**src/rtl/mdio_pkg.sv**
```systemverilog
// Shared constants, request struct and helpers for the MDIO link poller.
// Word layout: [31:24]=MDIO base, [12:8]=PHY, [6:2]=register; data bytes swapped.
package mdio_pkg;

    localparam logic [7:0] MDIO_BASE     = 8'h07;
    localparam logic [4:0] REG_BMCR      = 5'd0;
    localparam logic [4:0] REG_BMSR      = 5'd1;
    localparam int         BMSR_LINK_BIT = 2;
    // BMSR low byte lands in word bits [15:8] after the master's swap
    localparam int         WORD_LINK_BIT = 8 + BMSR_LINK_BIT;

    localparam logic [2:0] S_IDLE = 3'd0;
    localparam logic [2:0] S_CPU  = 3'd1;
    localparam logic [2:0] S_POLL = 3'd2;
    localparam logic [2:0] S_GAP  = 3'd3;
    localparam logic [2:0] S_INIT = 3'd4;

    typedef struct packed {
        logic [3:0]  wstrb;
        logic [31:0] addr;
        logic [31:0] wdata;
    } mdio_req_t;

    function automatic logic [15:0] mdio_swap16(input logic [15:0] v);
        return {v[7:0], v[15:8]};
    endfunction

    function automatic logic [31:0] mdio_addr(input logic [4:0] phy, input logic [4:0] regn);
        return {MDIO_BASE, 11'b0, phy, 1'b0, regn, 2'b00};
    endfunction

endpackage

```
**src/rtl/mdio_poll_timer.sv**
```systemverilog
// Free-running reload down-counter that raises a sticky poll-pending flag on expiry.
// Expiries while blocked (poll in flight) or already pending are dropped, never queued.
module mdio_poll_timer #(
    parameter logic [31:0] POLL_INTERVAL = 32'd1_000_000
) (
    input  logic clk,
    input  logic arst_n,
    input  logic block_i,
    input  logic clear_i,
    output logic pending_o
);

    logic [31:0] cnt_q, cnt_d;
    logic        pending_q, pending_d;
    logic        expire;

    always_comb begin
        expire    = (cnt_q == 32'd0);
        cnt_d     = expire ? POLL_INTERVAL - 32'd1 : cnt_q - 32'd1;
        pending_d = pending_q;
        if (expire && !block_i) pending_d = 1'b1;
        if (clear_i)            pending_d = 1'b0;
    end

    always_ff @(posedge clk or negedge arst_n) begin
        if (!arst_n) begin
            cnt_q     <= POLL_INTERVAL - 32'd1;
            pending_q <= 1'b0;
        end else begin
            cnt_q     <= cnt_d;
            pending_q <= pending_d;
        end
    end

    assign pending_o = pending_q;

endmodule

```
**src/rtl/mdio_link_poller.sv**
```systemverilog
// Shares one MDIO master between CPU iomem accesses and a periodic BMSR link poll.
// Define MDIO_INIT_EN to issue a single INIT_BMCR write to BMCR right after reset.
module mdio_link_poller
    import mdio_pkg::*;
#(
    parameter logic [31:0] POLL_INTERVAL = 32'd1_000_000,
    parameter logic [4:0]  PHY_ADDR      = 5'd1,
    parameter logic [15:0] INIT_BMCR     = 16'h1200
) (
    input  logic        clk,
    input  logic        arst_n,
    input  logic        s_valid,
    output logic        s_ready,
    input  logic [3:0]  s_wstrb,
    input  logic [31:0] s_addr,
    input  logic [31:0] s_wdata,
    output logic [31:0] s_rdata,
    output logic        m_valid,
    input  logic        m_ready,
    output logic [3:0]  m_wstrb,
    output logic [31:0] m_addr,
    output logic [31:0] m_wdata,
    input  logic [31:0] m_rdata,
    output logic        link_up,
    output logic        link_change,
    output logic        poll_busy
);

`ifdef MDIO_INIT_EN
    localparam logic [2:0] RST_STATE = S_INIT;
`else
    localparam logic [2:0] RST_STATE = S_IDLE;
`endif

    logic [2:0]  state_q, state_d;
    mdio_req_t   req_q, req_d;
    logic        mvalid_q, mvalid_d;
    logic        sready_q, sready_d;
    logic [31:0] srdata_q, srdata_d;
    logic        link_q, link_d;
    logic        chg_q, chg_d;
    logic        busy_q, busy_d;
    logic        poll_pending, pend_clr, cpu_hit;

    mdio_poll_timer #(.POLL_INTERVAL(POLL_INTERVAL)) u_timer (
        .clk      (clk),
        .arst_n   (arst_n),
        .block_i  (busy_q),
        .clear_i  (pend_clr),
        .pending_o(poll_pending)
    );

    assign cpu_hit = s_valid && (s_addr[31:24] == MDIO_BASE) && !sready_q;

    always_comb begin
        state_d  = state_q;
        req_d    = req_q;
        mvalid_d = mvalid_q;
        sready_d = 1'b0;
        srdata_d = srdata_q;
        link_d   = link_q;
        chg_d    = 1'b0;
        busy_d   = busy_q;
        pend_clr = 1'b0;
        case (state_q)
            S_IDLE: begin
                // CPU has priority over a poll that becomes pending the same cycle
                if (cpu_hit) begin
                    req_d    = '{wstrb: s_wstrb, addr: s_addr, wdata: s_wdata};
                    mvalid_d = 1'b1;
                    state_d  = S_CPU;
                end else if (poll_pending) begin
                    req_d    = '{wstrb: 4'b0, addr: mdio_addr(PHY_ADDR, REG_BMSR), wdata: 32'h0};
                    mvalid_d = 1'b1;
                    busy_d   = 1'b1;
                    pend_clr = 1'b1;
                    state_d  = S_POLL;
                end
            end
            S_CPU: begin
                if (m_ready) begin
                    mvalid_d = 1'b0;
                    srdata_d = m_rdata;
                    sready_d = 1'b1;
                    state_d  = S_GAP;
                end
            end
            S_POLL: begin
                if (m_ready) begin
                    mvalid_d = 1'b0;
                    busy_d   = 1'b0;
                    link_d   = m_rdata[WORD_LINK_BIT];
                    chg_d    = (m_rdata[WORD_LINK_BIT] != link_q);
                    state_d  = S_GAP;
                end
            end
            S_GAP: state_d = S_IDLE;
            S_INIT: begin
                if (!mvalid_q) begin
                    req_d    = '{wstrb: 4'b0011, addr: mdio_addr(PHY_ADDR, REG_BMCR),
                                 wdata: {16'h0, mdio_swap16(INIT_BMCR)}};
                    mvalid_d = 1'b1;
                end else if (m_ready) begin
                    mvalid_d = 1'b0;
                    state_d  = S_GAP;
                end
            end
            default: state_d = S_IDLE;
        endcase
    end

    always_ff @(posedge clk or negedge arst_n) begin
        if (!arst_n) begin
            state_q  <= RST_STATE;
            req_q    <= '0;
            mvalid_q <= 1'b0;
            sready_q <= 1'b0;
            srdata_q <= 32'h0;
            link_q   <= 1'b0;
            chg_q    <= 1'b0;
            busy_q   <= 1'b0;
        end else begin
            state_q  <= state_d;
            req_q    <= req_d;
            mvalid_q <= mvalid_d;
            sready_q <= sready_d;
            srdata_q <= srdata_d;
            link_q   <= link_d;
            chg_q    <= chg_d;
            busy_q   <= busy_d;
        end
    end

    assign s_ready     = sready_q;
    assign s_rdata     = srdata_q;
    assign m_valid     = mvalid_q;
    assign m_wstrb     = req_q.wstrb;
    assign m_addr      = req_q.addr;
    assign m_wdata     = req_q.wdata;
    assign link_up     = link_q;
    assign link_change = chg_q;
    assign poll_busy   = busy_q;

endmodule
```
**config.mk**
```make
export PLATFORM = sky130hd
export DESIGN_NAME = mdio_link_poller
export DESIGN_NICKNAME = d
export VERILOG_FILES = /design/src/rtl/mdio_pkg.sv /design/src/rtl/mdio_poll_timer.sv /design/src/rtl/mdio_link_poller.sv
export SDC_FILE = /design/constraint.sdc
export NUM_CORES = 1
export LEC_CHECK = 0
export CORE_ASPECT_RATIO = 1.5
export CORE_UTILIZATION = 35
export CTS_BUF_LIST = sky130_fd_sc_hd__clkbuf_8
export CTS_CLUSTER_DIAMETER = 120
export CTS_CLUSTER_SIZE = 30
export DETAILED_ROUTE_END_ITERATION = 12
export PLACE_DENSITY = 0.65
export SLEW_MARGIN = 5
export SYNTH_ARGS = -nofsm -noshare
export SYNTH_HDL_FRONTEND = slang
export SYNTH_SLANG_ARGS = --single-unit
```
**constraint.sdc**
```tcl
create_clock -name clk -period 5.7 [get_ports clk]
set_input_delay 0.57 -clock clk [delete_from_list [all_inputs] [get_ports clk]]
set_output_delay 0.57 -clock clk [all_outputs]
set_load 0.01 [all_outputs]
```
Yosys cells after proc, flatten, opt, wreduce, memory -nomap -nowiden:

Index checks and enable logic that the tools add are counted.
Widths: inputs -> output; s select.

* register bits after elaboration: 141
* memories: 0
* RAM bits: 0
* word-level logic and storage cells: 70
* latch bits: 0
* output and inout bits: 105
* ROM bits: 0
* bits of input ports: 104

* shift-type cells: 0
* mux-type cells: 27
* multipliers: 0
* bitwise logic cells: 0
* equal/unequal tests: 12
* $add $sub $neg: 1
* $lt $le $gt $ge: 0
* div/mod/pow operators: 0
* reductions and logical operators: 18

Operators with widths (count)
* $mux 68: 3
* $pmux 68 s2: 1
* $logic_not 32->1: 1
* $mux 32: 1
* $sub 32x1->32 const B: 1
* $mux 1: 15
* $mux 3: 4
* $pmux 3 s3: 1
* $eq 8x3->1 const B: 1
* $ne 2x2->1 const B: 4
* $reduce_and 2->1: 3
* $reduce_and 3->1: 2
* $reduce_bool 2->1: 3
* $ne 2x1->1 const B: 2
* $reduce_and 4->1: 1
* $eq 3x1->1 const B: 1
* $eq 3x2->1 const B: 1
* $eq 3x3->1 const B: 1
* $logic_and 1x1->1: 3
* $logic_not 3->1: 1
* $ne 3x2->1 const B: 1
* $pmux 1 s3: 1
* $reduce_bool 3->1: 1
* $logic_not 1->1: 2
* 3 further kinds: 3

Depth between registers and ports, before layout:

* word-level depth: 6
* gate-level depth with buffers: 8

Modules after synthesis:

Synthesis repeated with hierarchy kept, for this count alone.

* cells, all modules: 428
* area, all modules: 5686.7 um^2

By module, submodules not included
* mdio_link_poller: area each 4056.4 um^2, cells each 265, times used 1
* mdio_poll_timer: area each 1630.3 um^2, cells each 163, times used 1

Worst setup path after synthesis:

OpenSTA, ideal clock, no wires.

* path kind: input port to flip-flop
* start: in s_addr[30]
* end: reg req_q, in the netlist m_addr[15]
* path slack: 3.356 ns
* stages on the path: 6
* arrival: 2.223 ns
* cells stage by stage: or4b_2 nor3_1 o21ai_0 clkbuf_1 clkbuf_1 a22o_1

* longest elaborated chain between the ends: 5
* elaborated cells between the ends (all ways): 7
* those cells by class: eq/ne: 2; mux: 2; reduce/logical: 3

Ends and longest elaborated chain
* from (decl): line mdio_link_poller.sv:15 `input logic [31:0] s_addr,`
* $eq 8x3->1 *: line mdio_link_poller.sv:53 `assign cpu_hit = s_valid && (s_addr[31:24] == MDIO_BASE) && !sready_q;`
* $logic_and 1x1->1 * (2 in series): line mdio_link_poller.sv:53
* $ne 3x2->1 (no source line) / $mux 68 (equally long branches)
* $reduce_and 3->1 (no source line) / $pmux 68 s2 (equally long branches)
* to (signal assigned): line mdio_link_poller.sv:124 `req_q <= req_d;`
* to (decl): line mdio_link_poller.sv:36 `mdio_req_t req_q, req_d;`

Every way passes the cells marked *; elsewhere a longest branch is shown, timed or not.
A chain may end at the register's enable or synchronous reset.

Final worst setup path:

* start: reg u_timer.cnt_q[0]
* end: reg u_timer.cnt_q[6]

* longest elaborated chain between the ends: 2
* elaborated cells between the ends (all ways): 3
* those cells by class: add/sub: 1; mux: 1; reduce/logical: 1

Ends and longest elaborated chain
* from (decl): line mdio_poll_timer.sv:13 `logic [31:0] cnt_q, cnt_d;`
* from (signal assigned): line mdio_poll_timer.sv:27 `cnt_q <= POLL_INTERVAL - 32'd1;`
* from (signal assigned): line mdio_poll_timer.sv:30 `cnt_q <= cnt_d;`
* $sub 32x1->32 / $logic_not 32->1 (equally long branches): line mdio_poll_timer.sv:19, mdio_poll_timer.sv:18
* $mux 32 *: line mdio_poll_timer.sv:19 `cnt_d = expire ? POLL_INTERVAL - 32'd1 : cnt_q - 32'd1;`
* net u_timer.cnt_d[6]: line mdio_poll_timer.sv:13

The timed path passes the listed nets; every way through them passes the cells marked *.

==> out/qor.yml <==
outcome:
  status: "complete, no violations"
cts:
  clock_path_buffers: 2
  postCtsSetupRepairBufs: 0
  clkTransAtPathRegs_ps: 80
  clkLatencyLatePin_ps: 440
  cts_made_buffers: 17
  cts_tree: "done"
  cts-root-buf: "clkbuf_8"
  htreeDepth: 4
  cts.sinks: 140
  cts-resized-gates: 0
  hold_buffers: 0
layout:
  antenna_cells: 0
  final_common_cell: "clkdlybuf4s50_1"
  finish.utilization_pct: 52.9
  instances_no_fill: 868
  num-nets-final: 761
  final_cell_mix: "clkdlybuf4s50_1 (207), dfrtp_1 (128), a22o_1 (58), mux2_2 (39), nor2_1 (26)"
  area_delta_synth_final_pct: 46.4
  fill_cells: 1425
  drive_gt1_share_pct: 14.3
global_route:
  use_met1_pct: 20.4
  antenna_found_initial: 0
  track_usage_pct: 18.9
  grt_pass1_wl_microns: 24300
  grt_max_degree: 84
  grt-busiest-layer: "met2"
  met3_usage_pct: 5.53
  grt_pass1_vias: 4695
  overflow: 0
  grt_use_met2_pct: 34.0
power:
  vdd_drop_max_mv: 0.203
  power_density_nw_per_um2: 327
  p_leak_uw: 0.00359
  p_total_uw: 2740
routing:
  drt_pass1_iterations: 7
  antenna_left: 0
  wl_per_cell_microns: 17.9
  via_count: 4431
  routed_via_density: 5.10
  drc_errors: 0
  routed_wl_microns: 15500
  drt-initial-drc-count: 192
synthesis:
  synth-seq-cells: 140
  yosysWarnings: 0
  netlist_instances: 444
  synth_nets: 553
  synth_edf_count: 0
  synthFlopType: "dfrtp_1"
  synth_cell_type_count: 47
  ys_async_sr_fraction_pct: 100
  synthesis.area_sq_um: 5720
  ys_seq_area_share_pct: 61.5
  avgSynthCellArea_sq_um: 12.9
die:
  core-area_sq_um: 15800
  start_util_pct: 36.1
  rows: 56
  die_area_sq_um: 16900
  dieWidth_microns: 106
  fp.dieH_microns: 159
  io_pins: 209
setup_path:
  worstPathRequired_ps: 5980
  start_kind: "flip-flop"
  rrSetupSlack_ps: 2770
  rr_worst_depth: 6
  crit_arrival_ps: 3210
  r2r_end: "u_timer.cnt_q[6]"
  end_kind: "flip-flop"
  reg2reg_from: "u_timer.cnt_q[0]"
  critPathKind: "reg -> reg"
  cp_max_fo: 12
timing:
  fmax_mhz: 342
  rsz0062_at_grt: "no"
  slew_headroom_pct: 29.5
  hold_violations: 0
  finalSetupViolCount: 0
  tightest_slew_ps: 1060
  setup_tns_ps: 0
  fin_crit_ps: 2930
  clock_skew_ps: 14.7
  slew_viol_final: 0
  period_share_pct: 51.3
min_path:
  hold_class: "in -> async"
placement:
  dpl.hpwl_microns: 11200
  gp_congestion: 0.817
  port_buffers: 208
  place_inst: 836
job:
  drv_cap: 0
## layer usage
metal  routed length (microns)  share of wire [%]
met1                      5800                 37
met4                       426                2.7
met3                       775                5.0
met2                      8520                 55
met5                         0                  0
## state kept, by name, indices dropped and copies added (netlist names)
register,count
link_change,1
state_q,2
link_up,1
s_ready,1
u_timer.cnt_q,32
u_timer.pending_o,1
s_rdata,32
m_addr,32
m_valid,1
m_wstrb,4
m_wdata,32
poll_busy,1
## synth_stat cells (all sizes together) (10+ instances only)
cell type  number  share of area, %
dfstp          12               5.5
buf            11               1.0
inv            10              0.66
dfrtp         128                56
nor2           26               1.7
mux2           39               7.7
nor3           11               1.0
nor4           11               1.4
clkbuf         12              0.79
a21oi          10              0.87
nand2          13              0.85
or3            12               1.3
a22o           58               8.9
## layout make-up
type	count	area [sq um]	share of cell area, %
Tap cell	203	254	3.03
Timing Repair Buffer	212	2110	25.2
Clock inverter	15	139	1.66
Sequential cell	140	3520	42.0
Clock buffer	17	234	2.79
Inverter	10	37.5	0.448
Multi-Input combinational cell	271	2080	24.9
## how the worst max path moves through the flow
| stage | slack (ps) | start | depth (start not counted) | end |
|---|---|---|---|---|
| floorplan | 3360 | s_addr[30] | 6 | m_addr[15] |
| global placement | 2650 | s_addr[30] | 6 | state_q[0] |
| detailed placement | 2660 | s_addr[30] | 6 | state_q[0] |
| CTS | 2740 | u_timer.cnt_q[0] | 6 | u_timer.cnt_q[6] |
| global route | 2580 | u_timer.cnt_q[0] | 6 | u_timer.cnt_q[6] |
| finish | 2770 | u_timer.cnt_q[0] | 6 | u_timer.cnt_q[6] |
## worst max-delay path, cell delays in order, from the launching register on
cell,delay (ps)
dfstp_2,390
inv_1,50
ha_1,280
nor4b_1,770
nand3_1,380
nor3_2,770
nor2_1,130
## cell families (layout without fill, tap and decap cells)
logic type | count (synthesis) | after routing | share of synthesized area [%]
flip-flops | 140 | 140 | 61.5
AND/OR/NAND/NOR | 117 | 117 | 11.6
AO/OA/AOI/OAI | 95 | 95 | 13.4
multiplexers | 39 | 39 | 7.67
buffers and inverters | 33 | 254 | 2.45
XOR/XNOR | 15 | 15 | 2.30
adder cells (fa/ha/maj) | 5 | 5 | 1.09
## power breakdown
| part | internal, uW | switching (uW) | leakage, uW |
|---|---|---|---|
| clock network | 351 | 403 | 0.000193 |
| logic | 461 | 296 | 0.00159 |
| registers | 1140 | 82.6 | 0.00181 |
## per-stage QoR
stage               setup slack (ps)  instance area (sq um)  hold slack [ps]
global placement                2650                   8010              451
global route                    2580                   8380             92.5
floorplan                       3360                   5720              274
finish                          2770                   8380             85.8
CTS                             2740                   8380             85.6
detailed placement              2660                   8010              455
Power figures use the tool's default switching activity.
